[config.mk]
export PLATFORM = sky130hd
export DESIGN_NAME = localbus_master
export DESIGN_NICKNAME = d
export VERILOG_FILES = /design/src/rtl/localbus_master.sv
export SDC_FILE = /design/constraint.sdc
export NUM_CORES = 1
export LEC_CHECK = 0
export CORE_ASPECT_RATIO = 1.1
export CORE_MARGIN = 3
export CORE_UTILIZATION = 40
export CTS_CLUSTER_SIZE = 40
export DETAILED_ROUTE_END_ITERATION = 12
export GPL_TIMING_DRIVEN = 0
export PLACE_DENSITY = 0.72
export SYNTH_ARGS = -nofsm -noshare
export SYNTH_HDL_FRONTEND = slang
export SYNTH_SLANG_ARGS = --single-unit
[constraint.sdc]
create_clock -name clk -period 3.6 [get_ports clk]
set_clock_uncertainty 0.1 [all_clocks]
set_input_delay 0.9 -clock clk [delete_from_list [all_inputs] [get_ports clk]]
set_output_delay 0.9 -clock clk [all_outputs]
set_load 0.02 [all_outputs]
[src/rtl/localbus_master.sv]
// Localbus initiator: turns single read/write commands into ALE/CS_N bus cycles
// toward a UM slave, with bounded ack waits, a one-cycle response and statistics.
module localbus_master #(
  parameter int ALE_CYCLES = 1,
  parameter int GAP_CYCLES = 1,
  parameter int TIMEOUT    = 255,
  parameter int width_cnt  = 16
) (
  input  logic                 clk,
  input  logic                 reset,
  input  logic                 cmd_valid,
  input  logic                 cmd_wr,
  input  logic [31:0]          cmd_addr,
  input  logic [31:0]          cmd_wdata,
  output logic                 cmd_ready,
  output logic                 rsp_valid,
  output logic [31:0]          rsp_rdata,
  output logic                 rsp_timeout,
  output logic                 localbus_cs_n,
  output logic                 localbus_rd_wr,
  output logic [31:0]          localbus_data,
  output logic                 localbus_ale,
  input  logic                 localbus_ack_n,
  input  logic [31:0]          localbus_data_out,
  output logic [width_cnt-1:0] txn_cnt,
  output logic [width_cnt-1:0] timeout_cnt
);

  typedef enum logic [2:0] {IDLE, ADDR, GAP, ACC, REL, RESP} state_t;

  localparam logic [15:0] ALE_LAST = 16'(ALE_CYCLES - 1);
  localparam logic [15:0] GAP_LAST = 16'(GAP_CYCLES - 1);
  localparam logic [15:0] TO_LAST  = 16'(TIMEOUT - 1);

  state_t               state_q, state_d;
  logic [15:0]          cnt_q, cnt_d;
  logic                 wr_q, wr_d;
  logic [31:0]          addr_q, addr_d;
  logic [31:0]          wdata_q, wdata_d;
  logic [31:0]          rdata_q, rdata_d;
  logic                 to_q, to_d;

  logic                 cmd_ready_q, cmd_ready_d;
  logic                 rsp_valid_q, rsp_valid_d;
  logic [31:0]          rsp_rdata_q, rsp_rdata_d;
  logic                 rsp_timeout_q, rsp_timeout_d;
  logic                 cs_n_q, cs_n_d;
  logic                 ale_q, ale_d;
  logic                 rd_wr_q, rd_wr_d;
  logic [31:0]          bus_data_q, bus_data_d;
  logic [width_cnt-1:0] txn_cnt_q, txn_cnt_d;
  logic [width_cnt-1:0] timeout_cnt_q, timeout_cnt_d;

  // Sequencing: one counter is reused for ALE hold, gap, ack wait and release wait.
  always_comb begin
    state_d = state_q;
    cnt_d   = cnt_q;
    wr_d    = wr_q;
    addr_d  = addr_q;
    wdata_d = wdata_q;
    rdata_d = rdata_q;
    to_d    = to_q;
    unique case (state_q)
      IDLE: begin
        if (cmd_valid && cmd_ready_q) begin
          wr_d    = cmd_wr;
          addr_d  = cmd_addr;
          wdata_d = cmd_wdata;
          rdata_d = '0;
          to_d    = 1'b0;
          cnt_d   = '0;
          state_d = ADDR;
        end
      end
      ADDR: begin
        if (cnt_q == ALE_LAST) begin
          cnt_d   = '0;
          state_d = (GAP_CYCLES == 0) ? ACC : GAP;
        end else begin
          cnt_d = cnt_q + 16'd1;
        end
      end
      GAP: begin
        if (cnt_q == GAP_LAST) begin
          cnt_d   = '0;
          state_d = ACC;
        end else begin
          cnt_d = cnt_q + 16'd1;
        end
      end
      ACC: begin
        // An ack in the final allowed cycle still wins over the timeout.
        if (!localbus_ack_n) begin
          if (!wr_q) rdata_d = localbus_data_out;
          cnt_d   = '0;
          state_d = REL;
        end else if (cnt_q == TO_LAST) begin
          to_d    = 1'b1;
          cnt_d   = '0;
          state_d = REL;
        end else begin
          cnt_d = cnt_q + 16'd1;
        end
      end
      REL: begin
        if (localbus_ack_n) begin
          state_d = RESP;
        end else if (cnt_q == TO_LAST) begin
          to_d    = 1'b1;
          state_d = RESP;
        end else begin
          cnt_d = cnt_q + 16'd1;
        end
      end
      RESP:    state_d = IDLE;
      default: state_d = IDLE;
    endcase
  end

  // Outputs are registered from the next state so they line up with the state they describe.
  always_comb begin
    cmd_ready_d = (state_d == IDLE);
    ale_d       = 1'b0;
    cs_n_d      = 1'b1;
    rd_wr_d     = 1'b1;
    bus_data_d  = '0;
    unique case (state_d)
      ADDR: begin
        ale_d      = 1'b1;
        bus_data_d = addr_d;
        rd_wr_d    = ~wr_d;
      end
      GAP: rd_wr_d = ~wr_d;
      ACC: begin
        cs_n_d     = 1'b0;
        rd_wr_d    = ~wr_d;
        bus_data_d = wr_d ? wdata_d : 32'h0;
      end
      default: ;
    endcase

    rsp_valid_d   = (state_d == RESP);
    rsp_timeout_d = rsp_valid_d && to_d;
    rsp_rdata_d   = (rsp_valid_d && !to_d && !wr_d) ? rdata_d : 32'h0;

    txn_cnt_d     = txn_cnt_q;
    timeout_cnt_d = timeout_cnt_q;
    if (rsp_valid_d) begin
      txn_cnt_d = txn_cnt_q + width_cnt'(1);
      if (to_d && (timeout_cnt_q != '1)) timeout_cnt_d = timeout_cnt_q + width_cnt'(1);
    end
  end

  always_ff @(posedge clk or negedge reset) begin
    if (!reset) begin
      state_q       <= IDLE;
      cnt_q         <= '0;
      wr_q          <= 1'b0;
      addr_q        <= '0;
      wdata_q       <= '0;
      rdata_q       <= '0;
      to_q          <= 1'b0;
      cmd_ready_q   <= 1'b0;
      rsp_valid_q   <= 1'b0;
      rsp_rdata_q   <= '0;
      rsp_timeout_q <= 1'b0;
      cs_n_q        <= 1'b1;
      ale_q         <= 1'b0;
      rd_wr_q       <= 1'b1;
      bus_data_q    <= '0;
      txn_cnt_q     <= '0;
      timeout_cnt_q <= '0;
    end else begin
      state_q       <= state_d;
      cnt_q         <= cnt_d;
      wr_q          <= wr_d;
      addr_q        <= addr_d;
      wdata_q       <= wdata_d;
      rdata_q       <= rdata_d;
      to_q          <= to_d;
      cmd_ready_q   <= cmd_ready_d;
      rsp_valid_q   <= rsp_valid_d;
      rsp_rdata_q   <= rsp_rdata_d;
      rsp_timeout_q <= rsp_timeout_d;
      cs_n_q        <= cs_n_d;
      ale_q         <= ale_d;
      rd_wr_q       <= rd_wr_d;
      bus_data_q    <= bus_data_d;
      txn_cnt_q     <= txn_cnt_d;
      timeout_cnt_q <= timeout_cnt_d;
    end
  end

  assign cmd_ready      = cmd_ready_q;
  assign rsp_valid      = rsp_valid_q;
  assign rsp_rdata      = rsp_rdata_q;
  assign rsp_timeout    = rsp_timeout_q;
  assign localbus_cs_n  = cs_n_q;
  assign localbus_ale   = ale_q;
  assign localbus_rd_wr = rd_wr_q;
  assign localbus_data  = bus_data_q;
  assign txn_cnt        = txn_cnt_q;
  assign timeout_cnt    = timeout_cnt_q;

endmodule

# After elaboration in Yosys (flattened, before gate mapping)
# Index checks and enable logic that the tools add are counted.
[op_classes]
shifts = 0
add_sub_neg = 3
muxes = 36
reduce_logical = 15
bitwise = 1
n_lt_le_gt_ge = 0
n_div = 0
n_eq_ne = 13
multipliers = 0
[ops]
columns = ["operator", "n"]
rows = [
  ["$mux W32", 9],
  ["$pmux W32 S2", 2],
  ["$mux W16", 6],
  ["$pmux W16 S4", 1],
  ["$add A16 B1 Y16 const B", 3],
  ["$mux W3", 7],
  ["$eq A16 B8 Y1 const B", 1],
  ["$logic_not A16 Y1", 1],
  ["$ne A16 B16 Y1 const B", 1],
  ["$pmux W3 S5", 1],
  ["$eq A3 B2 Y1 const B", 4],
  ["$mux W1", 9],
  ["$eq A3 B1 Y1 const B", 2],
  ["$eq A3 B3 Y1 const B", 2],
  ["$logic_not A3 Y1", 2],
  ["$ne A2 B2 Y1 const B", 3],
  ["$logic_and A1 B1 Y1", 5],
  ["$reduce_and A4 Y1", 1],
  ["$reduce_bool A4 Y1", 1],
  ["$pmux W1 S3", 1],
  ["$reduce_or A3 Y1", 1],
  ["$logic_not A1 Y1", 2],
  ["$reduce_and A2 Y1", 1],
  ["$reduce_or A2 Y1", 1],
  ["$not A1 Y1", 1],
]
[totals]
latchBits = 0
out_inout_bits = 102
ram_bits = 0
memories = 0
romBits = 0
ff_bits = 219

# Logic depth before layout (Yosys ltp)
# Gate-level depths: netlist of run 1.
[depth]
ltp_word = 8
ltp_mapped = 10
depth_no_buf = 9

# Least setup slack after synthesis of run 1
# Ideal clock, no wire load.
[synth_path]
path_type = "input to register"
start = "input port cmd_valid"
end = "register bus_data_q[18] (netlist: localbus_data[18])"
setup_slack_ns = 1.080
t_required_ns = 3.379
arrival_ns = 2.299
cell_stages = 6
path_cell_list = "nand2_1 > nor4_4 > buf_2 > buf_2 > mux2_2 > a22o_1"
[synth_between]
elab_chain_cells = 5
elab_cells_between_ends = 13
cone_classes = "2 x eq/ne; 10 x mux; 1 x reduce/logical"
[synth_rtl]
columns = ["item", "line_no", "text"]
rows = [
  ["start, declared", "11", "input logic cmd_valid,"],
  ["$logic_and A1 B1 Y1", "65", "if (cmd_valid && cmd_ready_q) begin"],
  ["$mux W32", "65", ""],
  ["$mux W32", "63", "unique case (state_q)"],
  ["named net wdata_d[18]", "39", "logic [31:0] wdata_q, wdata_d;"],
  ["$mux W32", "137", "bus_data_d = wr_d ? wdata_d : 32'h0;"],
  ["$pmux W32 S2", "127", "unique case (state_d)"],
  ["named net bus_data_d[18]", "50", "logic [31:0] bus_data_q, bus_data_d;"],
  ["end signal, assigned", "188", "bus_data_q <= bus_data_d;"],
  ["end, declared", "50", ""],
]
# The timed path passes the listed nets, and every way through them passes these cells.
# A chain may end at the register's enable or synchronous reset.

# Worst setup path after layout of run 1
[layout_path]
start = "input port cmd_valid"
end = "register bus_data_q[20] (netlist: localbus_data[20])"
# The elaborated chain is that of the path after synthesis.

==> impl_results.md, run 1 <==
- Status: finished clean
- Final WL: 19.9 mm
- Post-detail-place hpwl: 13.9 mm
- Max Clk Rate: 335 MHz
- Final Hold Vio Count: 0
- Clk buf depth: 3
- Vias in the first global route: 6,143
- Setup TNS: 0 ns
- Synth area leaders: dfrtp_1 (64%), mux2_2 (9.0%), a22o_1 (7.1%)
- CTS Root Buffer Type: clkbuf_16
- Final clock period utilization by the worst path: 83.0%
- Synth area leader: dfrtp_1
- Post-synth EDFFs: 0
- WL per Instance: 17.1 um
- Worst vdd ir: 288 uV
- Die Width: 145 um
- CTS resizes: 0
- Tmin final: 2.99 ns
- #FFs+latches synth: 219
- Residual DRC: 0
- Count leader, synth: dfrtp_1
- Synth Net Count: 736
- CP Class: in -> reg
- Pleak: 5.11 nW
- YS warnings: 0
- Placeable Area: 20,700 um^2
- Critical path arrival: 3.27 ns
- R2R Path End: localbus_data[20]$_DFF_PN0_
- CP startpoint kind: primary input
- Mapped Area: 8510 um^2
- Worst reg-to-reg path cell count: 6
- Clock sink count: 219
- Slew Limit Fails: 0
- Post-layout net count: 965
- Final setup fails: 0
- First drt pass iteration count: 4
- Largest net degree at the start of global routing: 118
- Synth top area share: 63.8%
- CP Max Fanout: 10
- RSZ-0062 raised after global routing: no
- GRT Util Overall: 17.1%
- Layout area overhead: 37.5%
- Max transition margin: 46.1%
- Grt ovf: 0
- Vias per inst: 4.96
- Sequential share of the synthesized area: 64.4%
- Setup Fix Bufs, Post-CTS: 0
- CP endpoint kind: flop
- Main synth FF type: dfrtp_1
- CP Data Required Time: 3.88 ns
- Measured slew at the worst slew-check pin: 0.808 ns
- Max_cap viols: 0
- Post-synth top cells: dfrtp_1 (217), a22o_1 (69), mux2_2 (68), nor2b_1 (33), nand2_1 (27)
- PortBufs: 202
- # H-tree levels: 1
- Cells after Synth: 630
- Vert. Die Dim: 159 um
- Cts hold-fix bufs: 0
- Synthesized area per cell: 13.5 um^2
- Drt first-iter violations: 286
- R2r startpoint: state_q[2]$_DFF_PN0_
- Post-synthesis cell type count: 44
- Hold Path Class: in -> async
- Clock Latency Late Sink: 0.51 ns
- Worst hold slack: 0.288 ns
- Share of layout cells above drive strength 1: 15.1%
- # rows: 55
- Top Ports: 203
- First-pass GRT wire length: 32.7 mm
- Reg clk slew, reported paths: 0.06 ns
- Vias: 5,758
- Gpl congestion: 0.811
- Power per cell area: 712 nW/um^2
- CTS tree: built
- Clock buffer count from CTS: 24
- Initial core utilization: 41.1%
- Ys async rst share: 100%
- Die area: 23,100 um^2
- Initial antenna violation count: 1
- R2R setup slack: 0.97 ns
- Post-route ant nets: 0
metal layers:
layer	track usage [%]	part of all wire (%)	vias up
met3	2.62	4.0	41
met1	22.0	42	2871
li1	-	-	2714
met2	29.7	51	132
met4	5.83	2.9	0
met5	0	0	-
logic make-up (layout without fill, tap and decap cells):
group                      after synthesis  after routing  synth area share [%]
AOI/OAI and AO/OA                      105            105                  9.91
xor gates and xnor gates                31             31                  3.19
adders and majority gates                5              5                 0.735
buffers and inverters                   43            288                  2.18
DFF                                    219            219                  64.4
muxes                                   68             68                  9.00
other                                    0              1                     0
and+or+nand+nor                        159            159                  10.6
cell type report:
cell class                      count  area, um^2
Antenna cell                        1        2.50
Buffer                             31         140
Clock buffer                       37         709
Clock inverter                      5        63.8
Fill cell                        1701        9020
Inverter                           12        45.0
Multi-Input combinational cell    368        2840
Sequential cell                   219        5480
Tap cell                          285         357
Timing Repair Buffer              203        2050
layout by cell type, fill, tap and decap left out, drive strengths merged, types with 4 or more instances in the layout:
cell type and n:
dfrtp 217, clkdlybuf4s50 201, a22o 69, mux2 68, clkbuf 49, nor2b 33, nand2 27, xnor2 21
buf 21, nand3 20, nor2 17, nand4 15, nor3 13, inv 12, o21ai 11, xor2 10
and3 9, a21oi 8, nor4 6, ha 5, and4 4
state kept, by name, summed over array words and instances, names as in the netlist:
register and cells:
localbus_rd_wr 1, timeout_cnt 16, localbus_ale 1, localbus_data 32, state_q 3, localbus_cs_n 1
rsp_rdata 32, cmd_ready 1, wdata_q 32, rdata_q 32, cnt_q 16, rsp_timeout 1
wr_q 1, rsp_valid 1, addr_q 32, txn_cnt 16, to_q 1
where the power goes:
group / internal [mW] / total (mW) / switching (mW)
Clock: 1.42 / 2.36 / 0.934
Combinational: 1.26 / 2.59 / 1.33
Sequential: 3.16 / 3.38 / 0.223
metrics by stage:
| stage | setup WS [ns] | cell area [um^2] | utilization (%) | power [mW] | cells |
|---|---|---|---|---|---|
| after floorplan | 1.08 | 8510 | - | 5.01 | 630 |
| after CTS | 0.554 | 11700 | 56.5 | 8.43 | 1160 |
| after global placement | -7.68 | 10900 | 52.6 | 5.97 | 1117 |
| after global routing | 0.421 | 11700 | 56.5 | 8.79 | 1161 |
| final | 0.611 | 11700 | 56.5 | 8.33 | 1161 |
| after detailed placement | 0.0575 | 10900 | 52.7 | 6.03 | 1118 |
how the worst max path moves through the flow:
stage	from	to	slack (ns)	cells past startpoint
after floorplan	cmd_valid	localbus_data[18]$_DFF_PN0_	1.08	6
after global placement	reset	rsp_rdata[12]$_DFF_PN0_	-7.68	1
after detailed placement	cmd_valid	localbus_data[20]$_DFF_PN0_	0.06	7
after CTS	cmd_valid	localbus_data[20]$_DFF_PN0_	0.55	7
after global routing	cmd_valid	localbus_data[20]$_DFF_PN0_	0.42	8
final	cmd_valid	localbus_data[20]$_DFF_PN0_	0.61	7
critical path, stage by stage:
cell and delay [ns]:
clkdlybuf4s50_1 0.46, nand2_1 0.15, nor4_4 0.44, buf_2 0.35, buf_2 0.32, mux2_2 0.40
a22o_1 0.24
(Power assumes the default switching activity.)
==> run 2, diff against run 1 <==
==> constraint.sdc (replaced) <==
create_clock -name clk -period 3 [get_ports clk]
set_clock_uncertainty 0.1 [all_clocks]
set_input_delay 0.75 -clock clk [delete_from_list [all_inputs] [get_ports clk]]
set_output_delay 0.75 -clock clk [all_outputs]
set_load 0.02 [all_outputs]
==> impl_results.md, run 2 (same netlist as run 1, synthesis figures left out) <==
- Worst vdd ir: 345 uV
- Post-detail-place hpwl: 13.9 mm
- Worst setup margin: 0.217 ns
- Max Clk Rate: 359 MHz
- Share of layout cells above drive strength 1: 15.5%
- Gpl congestion: 0.811
- # rows: 55
- Non-Filler Instances: 1,164
- CTS tree: built
- Critical path arrival: 3.12 ns
- CP startpoint kind: primary input
- GR Util met3: 2.62%
- Measured slew at the worst slew-check pin: 0.806 ns
- Final Hold Vio Count: 0
- First-pass GRT wire length: 32.7 mm
- Layout area overhead: 37.7%
- R2R Path End: txn_cnt[1]$_DFFE_PN0N_
- CTS Root Buffer Type: clkbuf_16
- Hold Path Class: in -> async
- Fill cells: 1,701
- Slew Limit Fails: 0
- GRT Util Overall: 17.1%
- RSZ-0062 raised after global routing: no
- Clock sink count: 219
- First drt pass iteration count: 4
- Initial core utilization: 41.1%
- Pwr Total: 10.0 mW
- Die Width: 145 um
- CP Class: in -> reg
- Die area: 23,100 um^2
- Final clock period utilization by the worst path: 92.8%
- Residual DRC: 0
- WP buf/inv: 3
- Max_cap viols: 0
- Place WS: -0.393 ns
- Grt ovf: 0
- Reg clk slew, reported paths: 0.06 ns
- Final setup fails: 0
- PortBufs: 202
- Vias in the first global route: 6,143
- Initial antenna violation count: 1
- R2R setup slack: 0.44 ns
- Setup TNS: 0 ns
- Pleak: 5.13 nW
- Post-layout net count: 968
- Design area: 11,700 um^2
- Post-route ant nets: 0
- Final WL: 19.9 mm
- Placed Cells: 1,118
- M2 GR Usage: 29.7%
- Crit-path cells: clkdlybuf4s50_1, nand2_1, nor4_4, buf_4, mux2_2, nand4b_1, clkbuf_1, nor2b_1
- Tmin final: 2.78 ns
- Worst hold slack: 0.135 ns
- R2r startpoint: cnt_q[8]$_DFFE_PN0P_
- Vias: 5,765
- Power per cell area: 854 nW/um^2
- Vert. Die Dim: 159 um
- Status: finished clean
- Placeable Area: 20,700 um^2
- Met1 GRT Util: 22.0%
- Largest net degree at the start of global routing: 118
- CP endpoint kind: flop
- CP Data Required Time: 3.34 ns
- Drt first-iter violations: 296
- Top Ports: 203
- Clock buffer count from CTS: 24
- Final core utilization: 56.6%
- DP Area: 10,900 um^2
- CP Max Fanout: 10
- Slowest cell on crit path: clkdlybuf4s50_1
- Commonest non-fill, non-tap cells in the layout: dfrtp_1 (217), clkdlybuf4s50_1 (201), a22o_1 (69), mux2_2 (68), nor2b_1 (33)
- WL per Instance: 17.1 um
- Max transition margin: 46.2%
- Clock Latency Late Sink: 0.51 ns
- GRT busiest layer: met2
- Cts hold-fix bufs: 0
- Vias per inst: 4.95
- Worst reg-to-reg path cell count: 5
- # H-tree levels: 1
- Commonest non-fill, non-tap cell in the layout: dfrtp_1
- CP max stage delay: 0.46 ns
- Clk buf depth: 3
- Crit-path leading delay family: buffers and inverters
-- run 2: cell count changes in the layout (fill, tap and decap cells not counted), sizes merged --
cell / change
buf: +2
clkbuf: +1
-- run 2: layout make-up --
| type | instances | area, um^2 | area share, % |
|---|---|---|---|
| sequential | 219 | 5480 | 46.8 |
| multi-input combinational | 368 | 2840 | 24.2 |
| timing repair buffer | 206 | 2080 | 17.7 |
| clock buffer | 37 | 709 | 6.05 |
| tap | 285 | 357 | 3.04 |
| buffer | 31 | 141 | 1.21 |
| clock inverter | 5 | 63.8 | 0.544 |
| inverter | 12 | 45.0 | 0.384 |
| antenna | 1 | 2.50 | 0.0214 |
-- run 2: metal layers --
| metal | routed length (um) | part of all wire, % |
|---|---|---|
| met2 | 10100 | 51 |
| met5 | 0 | 0 |
| met4 | 582 | 2.9 |
| met3 | 735 | 3.7 |
| met1 | 8550 | 43 |
-- run 2: power by group --
| part | internal, mW | switching [mW] | leakage (nW) |
|---|---|---|---|
| registers | 3.79 | 0.268 | 2.88 |
| clock network | 1.71 | 1.12 | 0.376 |
| logic | 1.53 | 1.60 | 1.87 |
| total | 7.02 | 2.99 | 5.13 |
-- run 2: repair_timing --
action | in CTS | in global routing
endpoints found under the setup margin | 0 | 15
gates resized for setup | 0 | 1
hold endpoints to repair | 0 | 0
setup buffers | 0 | 3
-- run 2: worst max-delay path by stage --
stage                                  end  startpoint  cells past startpoint  slack, ns
3_3_place_gp       rsp_rdata[12]$_DFF_PN0_       reset                      1      -8.13
3_5_place_dp   localbus_data[20]$_DFF_PN0_   cmd_valid                      7      -0.39
6_report           rsp_rdata[30]$_DFF_PN0_   cmd_valid                      8       0.22
4_1_cts        localbus_data[20]$_DFF_PN0_   cmd_valid                      7       0.10
2_1_floorplan  localbus_data[18]$_DFF_PN0_   cmd_valid                      6       0.63
5_1_grt            rsp_rdata[30]$_DFF_PN0_   cmd_valid                      8        0.1
